## src/rtl/cache_fill_fsm.sv

```systemverilog
// cache_fill_fsm: miss-handling controller for the fill side of a
// direct-mapped cache. On a miss it latches the block base address,
// streams WORDS read requests to main memory, writes each returned word
// into the data array, then writes the tag/valid entry. It stalls the
// pipeline (fsm_busy) until the line is resident.
module cache_fill_fsm #(
    parameter int WORDS  = 8,
    parameter int ADDR_W = 16
) (
    input  logic                       clk,
    input  logic                       rst,
    input  logic                       miss_detected,
    input  logic [ADDR_W-1:0]          miss_address,
    input  logic                       memory_data_valid,
    output logic                       mem_read_en,
    output logic [ADDR_W-1:0]          memory_address,
    output logic                       fsm_busy,
    output logic                       write_data_array,
    output logic                       write_tag_array,
    output logic [$clog2(WORDS)-1:0]   word_num,
    output logic [ADDR_W-1:0]          fill_address,
    output logic [15:0]                miss_count
);

    localparam int OFF_W = $clog2(WORDS);
    // Counters need one extra bit so they can hold the value WORDS itself.
    localparam int CNT_W = OFF_W + 1;
    localparam logic [CNT_W-1:0] CNT_FULL = CNT_W'(WORDS);
    localparam logic [CNT_W-1:0] CNT_LAST = CNT_W'(WORDS - 1);

    typedef enum logic [1:0] {
        IDLE = 2'd0,
        FILL = 2'd1,
        TAG  = 2'd2
    } state_t;

    state_t             state_q, state_d;
    logic [ADDR_W-1:0]  base_q, base_d;
    logic [CNT_W-1:0]   req_cnt_q, req_cnt_d;
    logic [CNT_W-1:0]   rcv_cnt_q, rcv_cnt_d;
    logic [15:0]        miss_count_d;

    // Offsets OR'd into the block-aligned base; the low bits of base are
    // always zero, so this never carries into the tag/index bits.
    logic [ADDR_W-1:0]  req_addr;
    logic [ADDR_W-1:0]  rcv_addr;

    assign req_addr       = base_q | ADDR_W'(req_cnt_q[OFF_W-1:0]);
    assign rcv_addr       = base_q | ADDR_W'(rcv_cnt_q[OFF_W-1:0]);
    assign memory_address = req_addr;
    assign word_num       = rcv_cnt_q[OFF_W-1:0];

    // State, base address, request/return counters and miss counter.
    always_ff @(posedge clk or posedge rst) begin
        if (rst) begin
            state_q    <= IDLE;
            base_q     <= '0;
            req_cnt_q  <= '0;
            rcv_cnt_q  <= '0;
            miss_count <= '0;
        end else begin
            // NOTE: non-blocking assignments so every register samples the
            // pre-edge values computed by the combinational block.
            state_q    <= state_d;
            base_q     <= base_d;
            req_cnt_q  <= req_cnt_d;
            rcv_cnt_q  <= rcv_cnt_d;
            miss_count <= miss_count_d;
        end
    end

    // Next-state logic and all fill-side strobes.
    always_comb begin
        // NOTE: every output and next-state value gets a default first so no
        // path through the case statement leaves one unassigned (no latches).
        state_d          = state_q;
        base_d           = base_q;
        req_cnt_d        = req_cnt_q;
        rcv_cnt_d        = rcv_cnt_q;
        miss_count_d     = miss_count;
        mem_read_en      = 1'b0;
        write_data_array = 1'b0;
        write_tag_array  = 1'b0;
        fill_address     = miss_address;
        fsm_busy         = 1'b1;

        case (state_q)
            IDLE: begin
                // Stall in the same cycle the miss is seen; normal reads
                // pass their address straight through to the cache.
                fsm_busy = miss_detected;
                if (miss_detected) begin
                    base_d       = {miss_address[ADDR_W-1:OFF_W], {OFF_W{1'b0}}};
                    req_cnt_d    = '0;
                    rcv_cnt_d    = '0;
                    miss_count_d = (miss_count == 16'hFFFF) ? miss_count
                                                            : miss_count + 16'd1;
                    state_d      = FILL;
                end
            end

            FILL: begin
                fill_address = rcv_addr;
                // Requests issue back to back, independent of returns.
                if (req_cnt_q < CNT_FULL) begin
                    mem_read_en = 1'b1;
                    req_cnt_d   = req_cnt_q + 1'b1;
                end
                // Returned word is written in the cycle it arrives.
                if (memory_data_valid && (rcv_cnt_q < CNT_FULL)) begin
                    write_data_array = 1'b1;
                    rcv_cnt_d        = rcv_cnt_q + 1'b1;
                    if (rcv_cnt_q == CNT_LAST) begin
                        state_d = TAG;
                    end
                end else if (rcv_cnt_q >= CNT_FULL) begin
                    state_d = TAG;
                end
            end

            TAG: begin
                // Single cycle: mark the line valid, then release the stall.
                write_tag_array = 1'b1;
                fill_address    = base_q;
                state_d         = IDLE;
            end

            default: begin
                state_d = IDLE;
            end
        endcase
    end

endmodule

```

## config.mk

```make
export PLATFORM = sky130hd
export DESIGN_NAME = cache_fill_fsm
export DESIGN_NICKNAME = d
export VERILOG_FILES = /design/src/rtl/cache_fill_fsm.sv
export SDC_FILE = /design/constraint.sdc
export NUM_CORES = 1
export LEC_CHECK = 0
export ABC_AREA = 1
export BUFFER_PORTS_ARGS = -buffer_cell sky130_fd_sc_hd__buf_4
export CAP_MARGIN = 20
export CORE_MARGIN = 4
export CORE_UTILIZATION = 51
export DETAILED_ROUTE_END_ITERATION = 12
export HOLD_SLACK_MARGIN = 0.12
export PLACE_DENSITY_LB_ADDON = 0.3
export SYNTH_ARGS = -nofsm -noshare
export SYNTH_HDL_FRONTEND = slang
export SYNTH_SLANG_ARGS = --single-unit
```

## constraint.sdc

```tcl
create_clock -name clk -period 1.77 [get_ports clk]
set_input_delay 0.2655 -clock clk [delete_from_list [all_inputs] [get_ports clk]]
set_output_delay 0.2655 -clock clk [all_outputs]
set_load 0.01 [all_outputs]
```

=== Word level (Yosys, flattened, before mapping) ===
Cells that the tools add are included.
Widths: inputs -> output; s select.

* Word-level logic and storage cells: 48
* Output and inout bits: 55
* Input bits: 20
* Register bits: 39

* Magnitude comparators: 3
* Eq/ne operators: 9
* Mux-type cells: 17
* Bitwise operators: 3
* Add/subtract/negate cells: 3
* Reduce and logical (&&, ||, !) cells: 8

{| class="wikitable"
|+ Operators with widths
! kind !! number
|-
| $or 16x3->16 || 2
|-
| $pmux 16 s2 || 1
|-
| $add 16x1->16 const B || 1
|-
| $eq 16x16->1 const B || 1
|-
| $pmux 4 s2 || 2
|-
| $mux 4 || 3
|-
| $reduce_and 3->1 || 4
|-
| $add 4x1->4 const B || 2
|-
| $lt 4x4->1 const B || 2
|-
| $mux 2 || 4
|-
| $mux 1 || 6
|-
| $ne 2x2->1 const B || 3
|-
| $ne 3x3->1 const B || 2
|-
| $eq 4x3->1 const B || 1
|-
| $ge 4x4->1 const B || 1
|-
| $pmux 2 s2 || 1
|-
| $eq 2x1->1 const B || 1
|-
| $eq 2x2->1 const B || 1
|-
| $logic_not 2->1 || 1
|-
| $reduce_and 2->1 || 1
|-
| $reduce_bool 2->1 || 1
|-
| $logic_and 1x1->1 || 1
|-
| $not 1->1 || 1
|}

=== Longest topological paths before layout ===
* Word-level depth: 4
* Mapped depth: 9
* Mapped depth without buffers: 8

=== Least setup slack after synthesis ===
No wires, ideal clock.

* Path type: flip-flop to output port
* From: register state_q[1]
* To: output port fill_address[12]
* Data required time: 1,505 ps
* Buffers on the path: 1
* Stages on the path, launching flop included: 7
* Data arrival time: 1,388 ps
* Path slack: 117 ps
* Path through: dfrtp_1 -> inv_1 -> ha_1 -> or2_2 -> clkbuf_1 -> nand3_1 -> o21ai_0

* Longest elaborated chain between the ends: 2
* Elaborated cells on any way between the ends: 3
* Classes of those cells: 2 x eq/ne; 1 x mux

{| class="wikitable"
|+ Ends and longest elaborated chain
! what !! line !! RTL
|-
| start, declared || 37 || <nowiki>state_t state_q, state_d;</nowiki>
|-
| start signal, assigned || 64 || <nowiki>state_q <= state_d;</nowiki>
|-
| $eq 2x2->1 / $eq 2x1->1 (equally long branches) || 87 || <nowiki>case (state_q)</nowiki>
|-
| $pmux 16 s2 (*) || 87 ||
|-
| end, declared || 21 || <nowiki>output logic [ADDR_W-1:0] fill_address,</nowiki>
|}

Every way passes the cells marked *; elsewhere a longest branch is shown, timed or not.

=== Worst setup path in the final report ===
* From: register state_q[1]
* To: output port fill_address[14]

The elaborated chain is that of the path after synthesis.

==> run_results.csv <==
group,metric,value,unit
yosys,synth.distinct_cells,29,
yosys,netlist_instances,314,
placed_design,io_buffers,74,
die,die_w,75.54,um
yosys,syn_avg_cell_area,7.408,um2
setup_path,cp.required,1.50,ns
global_route,antenna_found_initial,0,
finish,final_cell_mix,"nand2_1, buf_4, dfrtp_1",
setup_path,startpoint_type,"register",
global_route,grt_pass1_vias,2299,
cts,root_buffer,"clkbuf_8",
global_route,grt_use_met3,0.05145,
global_route,grt_util_met1,0.3049,
power_and_ir_drop,power_frac_seq,0.256,
cts,clockBufferDepth,2,
hold_path,hp-class,"primary input to register",
run_status,violations,"negative setup slack",
timing,slew_headroom,0.6701,
power_and_ir_drop,p_leak,0.001703,uW
placed_design,post-dp-hpwl,4001,um
finish,drive_gt1_frac,0.3483,
placed_design,post_dp_cell_area,2902,um2
yosys,ys_seq_elements,39,
finish,final_area,3369,um2
global_route,grt_util_met2,0.3912,
global_route,grt_pass1_wl,10410,um
route,routed_wl,6605,um
route,drt_iter0_markers,151,
die,initial_utilization,0.5305,
setup_path,crit_fanout,7,
setup_path,critPathKind,"register to primary output",
finish,final_common_cell,"nand2_1",
global_route,track_usage,0.2360,
die,die-area,5706,um2
finish,antennaDiodeCount,0,
timing,post-route-min-period,1.953,ns
die,io_pins,75,
setup_path,slowest_delay,0.40,ns
timing,setup_viol,16,
route,wl_per_cell,14.55,um
setup_path,cp.buffers_inverters,3,
cts,cts_sinks,39,
yosys,syn_area,2326,um2
timing,hold_ws,0.2452,ns
yosys,syn-num-nets,342,
setup_path,arrival,1.69,ns
flow_run,drv_cap,0,
timing,tightest_slew,0.4949,ns
route,postRouteAntennaNets,0,
cts,cts_tree,"done",
placed_design,place_congestion,0.8631,
die,die_h,75.54,um
power_and_ir_drop,ir_drop,1.446,mV
global_route,grt-ovfl-total,0,
timing,period_share,1.103,
route,viasPerCell,5.306,
die,fp-row-count,24,
route,drc,0,
placed_design,place_ws,0.06073,ns
setup_path,worstSetupEndpointType,"primary output",
power_and_ir_drop,p_sw,2338,uW
global_route,grt-busiest-layer,"met2",
run_status,status,"finished, violations left",
timing,rsz0062_at_grt,"yes",
yosys,synth_warnings,0,
setup_path,crit_family,"simple AND/OR/NAND/NOR gates",
cts,htree_levels,2,
cts,clk_pin_slew,0.08,ns
timing,drv_slew,0,
setup_path,crit_path_cell_trace,"inv_2 -> buf_6 -> ha_4 -> or2_4 -> nand3_2 -> o21ai_1 -> buf_4",
global_route,grt_max_degree,40,
die,core_region_area,4384,um2
route,firstDrtPassIters,4,
power_and_ir_drop,powerDensity,1658,nW/um2
power_and_ir_drop,power_frac_comb,0.604,
timing,finClkSkew,0.006860,ns
power_and_ir_drop,power.share.clock,0.140,
setup_path,critical-path-slowest-cell,"dfrtp_1",
yosys,ys_seq_area_frac,0.4196,
timing,timing.fmax,0.5121,GHz
finish,synthToLayoutAreaGrowth,44.86,%
power_and_ir_drop,p_sw_frac,0.4184,
timing,hold_violations,0,
finish,finalNetCount,429,
cts,clkLatencyLatePin,0.30,ns
timing,setup_slack,-0.1829,ns
finish,fin_util,0.7686,
power_and_ir_drop,p_int,3249,uW
route,vias,2409,
cts,numCtsBuffers,5,
per-stage QoR:
step / setup TNS [ns] / cells / total power, uW
after global placement: 0 / 430 / 3795
after floorplan: 0 / 314 / 2752
final: -2.034 / 454 / 5587
after detailed placement: 0 / 430 / 3845
after CTS: -1.235 / 448 / 5284
after global routing: -3.187 / 454 / 5950
worst min-delay path, delay by kind of cell:
family | cells | cell delay, ns
buffers and inverters | 2 | 0.15
AO/OA/AOI/OAI | 1 | 0.08
registers in the layout, summed over array words and instances, names as in the netlist:
register / cells
miss_count: 16
base_q: 13
rcv_cnt_q: 4
req_cnt_q: 4
state_q: 2
routing by layer:
metal / share of wire / up-vias / wire [um]
li1: - / 1169 / -
met1: 0.43 / 1144 / 2826
met3: 0.063 / 9 / 418
met2: 0.49 / 87 / 3263
met4: 0.015 / 0 / 96
met5: 0 / - / 0
what timing repair did:
action | CTS | global route
endpoints found under the hold margin | 39 | 0
resized for setup | 41 | 16
buffers inserted | 7 | 6
pin swaps | 4 | 9
setup endpoints to repair | 18 | 35
hold buffers | 1 | 0
cloned | 2 | 0
cells by family after synthesis:
| logic type | share of synthesized area |
|---|---|
| compound gates | 0.1027 |
| simple gates | 0.3007 |
| fa+ha+maj | 0.04304 |
| buf+inv | 0.1038 |
| flops | 0.4196 |
| xor+xnor | 0.03012 |
cell usage after synthesis:
master | instances | share of area
nor3_1 | 1 | 0.0021
xnor2_1 | 5 | 0.019
inv_1 | 37 | 0.060
or2_1 | 1 | 0.0027
or2_2 | 2 | 0.0054
buf_6 | 2 | 0.0097
nand2_1 | 104 | 0.17
o21ai_0 | 33 | 0.071
o21ai_2 | 1 | 0.0038
ha_1 | 8 | 0.043
buf_4 | 6 | 0.019
nand3_2 | 1 | 0.0043
o21ai_4 | 1 | 0.0070
o31ai_1 | 1 | 0.0032
clkbuf_1 | 6 | 0.0097
nor2_4 | 1 | 0.0048
dfrtp_1 | 39 | 0.42
o21ai_1 | 1 | 0.0021
xor2_1 | 3 | 0.011
o22ai_1 | 3 | 0.0081
buf_2 | 1 | 0.0021
nand3_1 | 24 | 0.052
nand3_4 | 1 | 0.0075
nor2_2 | 2 | 0.0054
a21oi_1 | 2 | 0.0043
inv_2 | 2 | 0.0032
nand4_1 | 8 | 0.022
o211ai_1 | 1 | 0.0032
nor2_1 | 17 | 0.027
final cells by class:
type | instances | area, um2
clock buffer | 6 | 82.58
multi-input combinational | 222 | 1276
sequential | 39 | 975.9
fill | 325 | 1015
clock inverter | 2 | 35.03
timing repair buffer | 94 | 780.7
inverter | 39 | 153.9
tap | 52 | 65.06
power by group through the flow:
stage	Clock, uW	Combinational, uW	Sequential, uW
floorplan	0	1290	1460
global placement	0	2400	1400
detailed placement	0	2450	1390
CTS	791	3090	1400
global route	830	3650	1470
finish	785	3370	1430
worst paths after layout:
check | from | end | slack (ns) | cells after the start
min | miss_address[5] | base_q[5]$_DFFE_PP0P_ | 0.25 | 3
max reg2reg | state_q[1]$_DFFE_PP0P_ | rcv_cnt_q[2]$_DFFE_PP0P_ | 0.08 | 10
max in group asynchronous | rst | rcv_cnt_q[2]$_DFFE_PP0P_ | 0.78 | 4
max | state_q[1]$_DFFE_PP0P_ | fill_address[14] | -0.18 | 7
min reg2reg | base_q[8]$_DFFE_PP0P_ | base_q[8]$_DFFE_PP0P_ | 0.54 | 2
min in group asynchronous | rst | req_cnt_q[2]$_DFFE_PP0P_ | 0.64 | 4
Note: power is estimated with default switching activity, not from simulation.
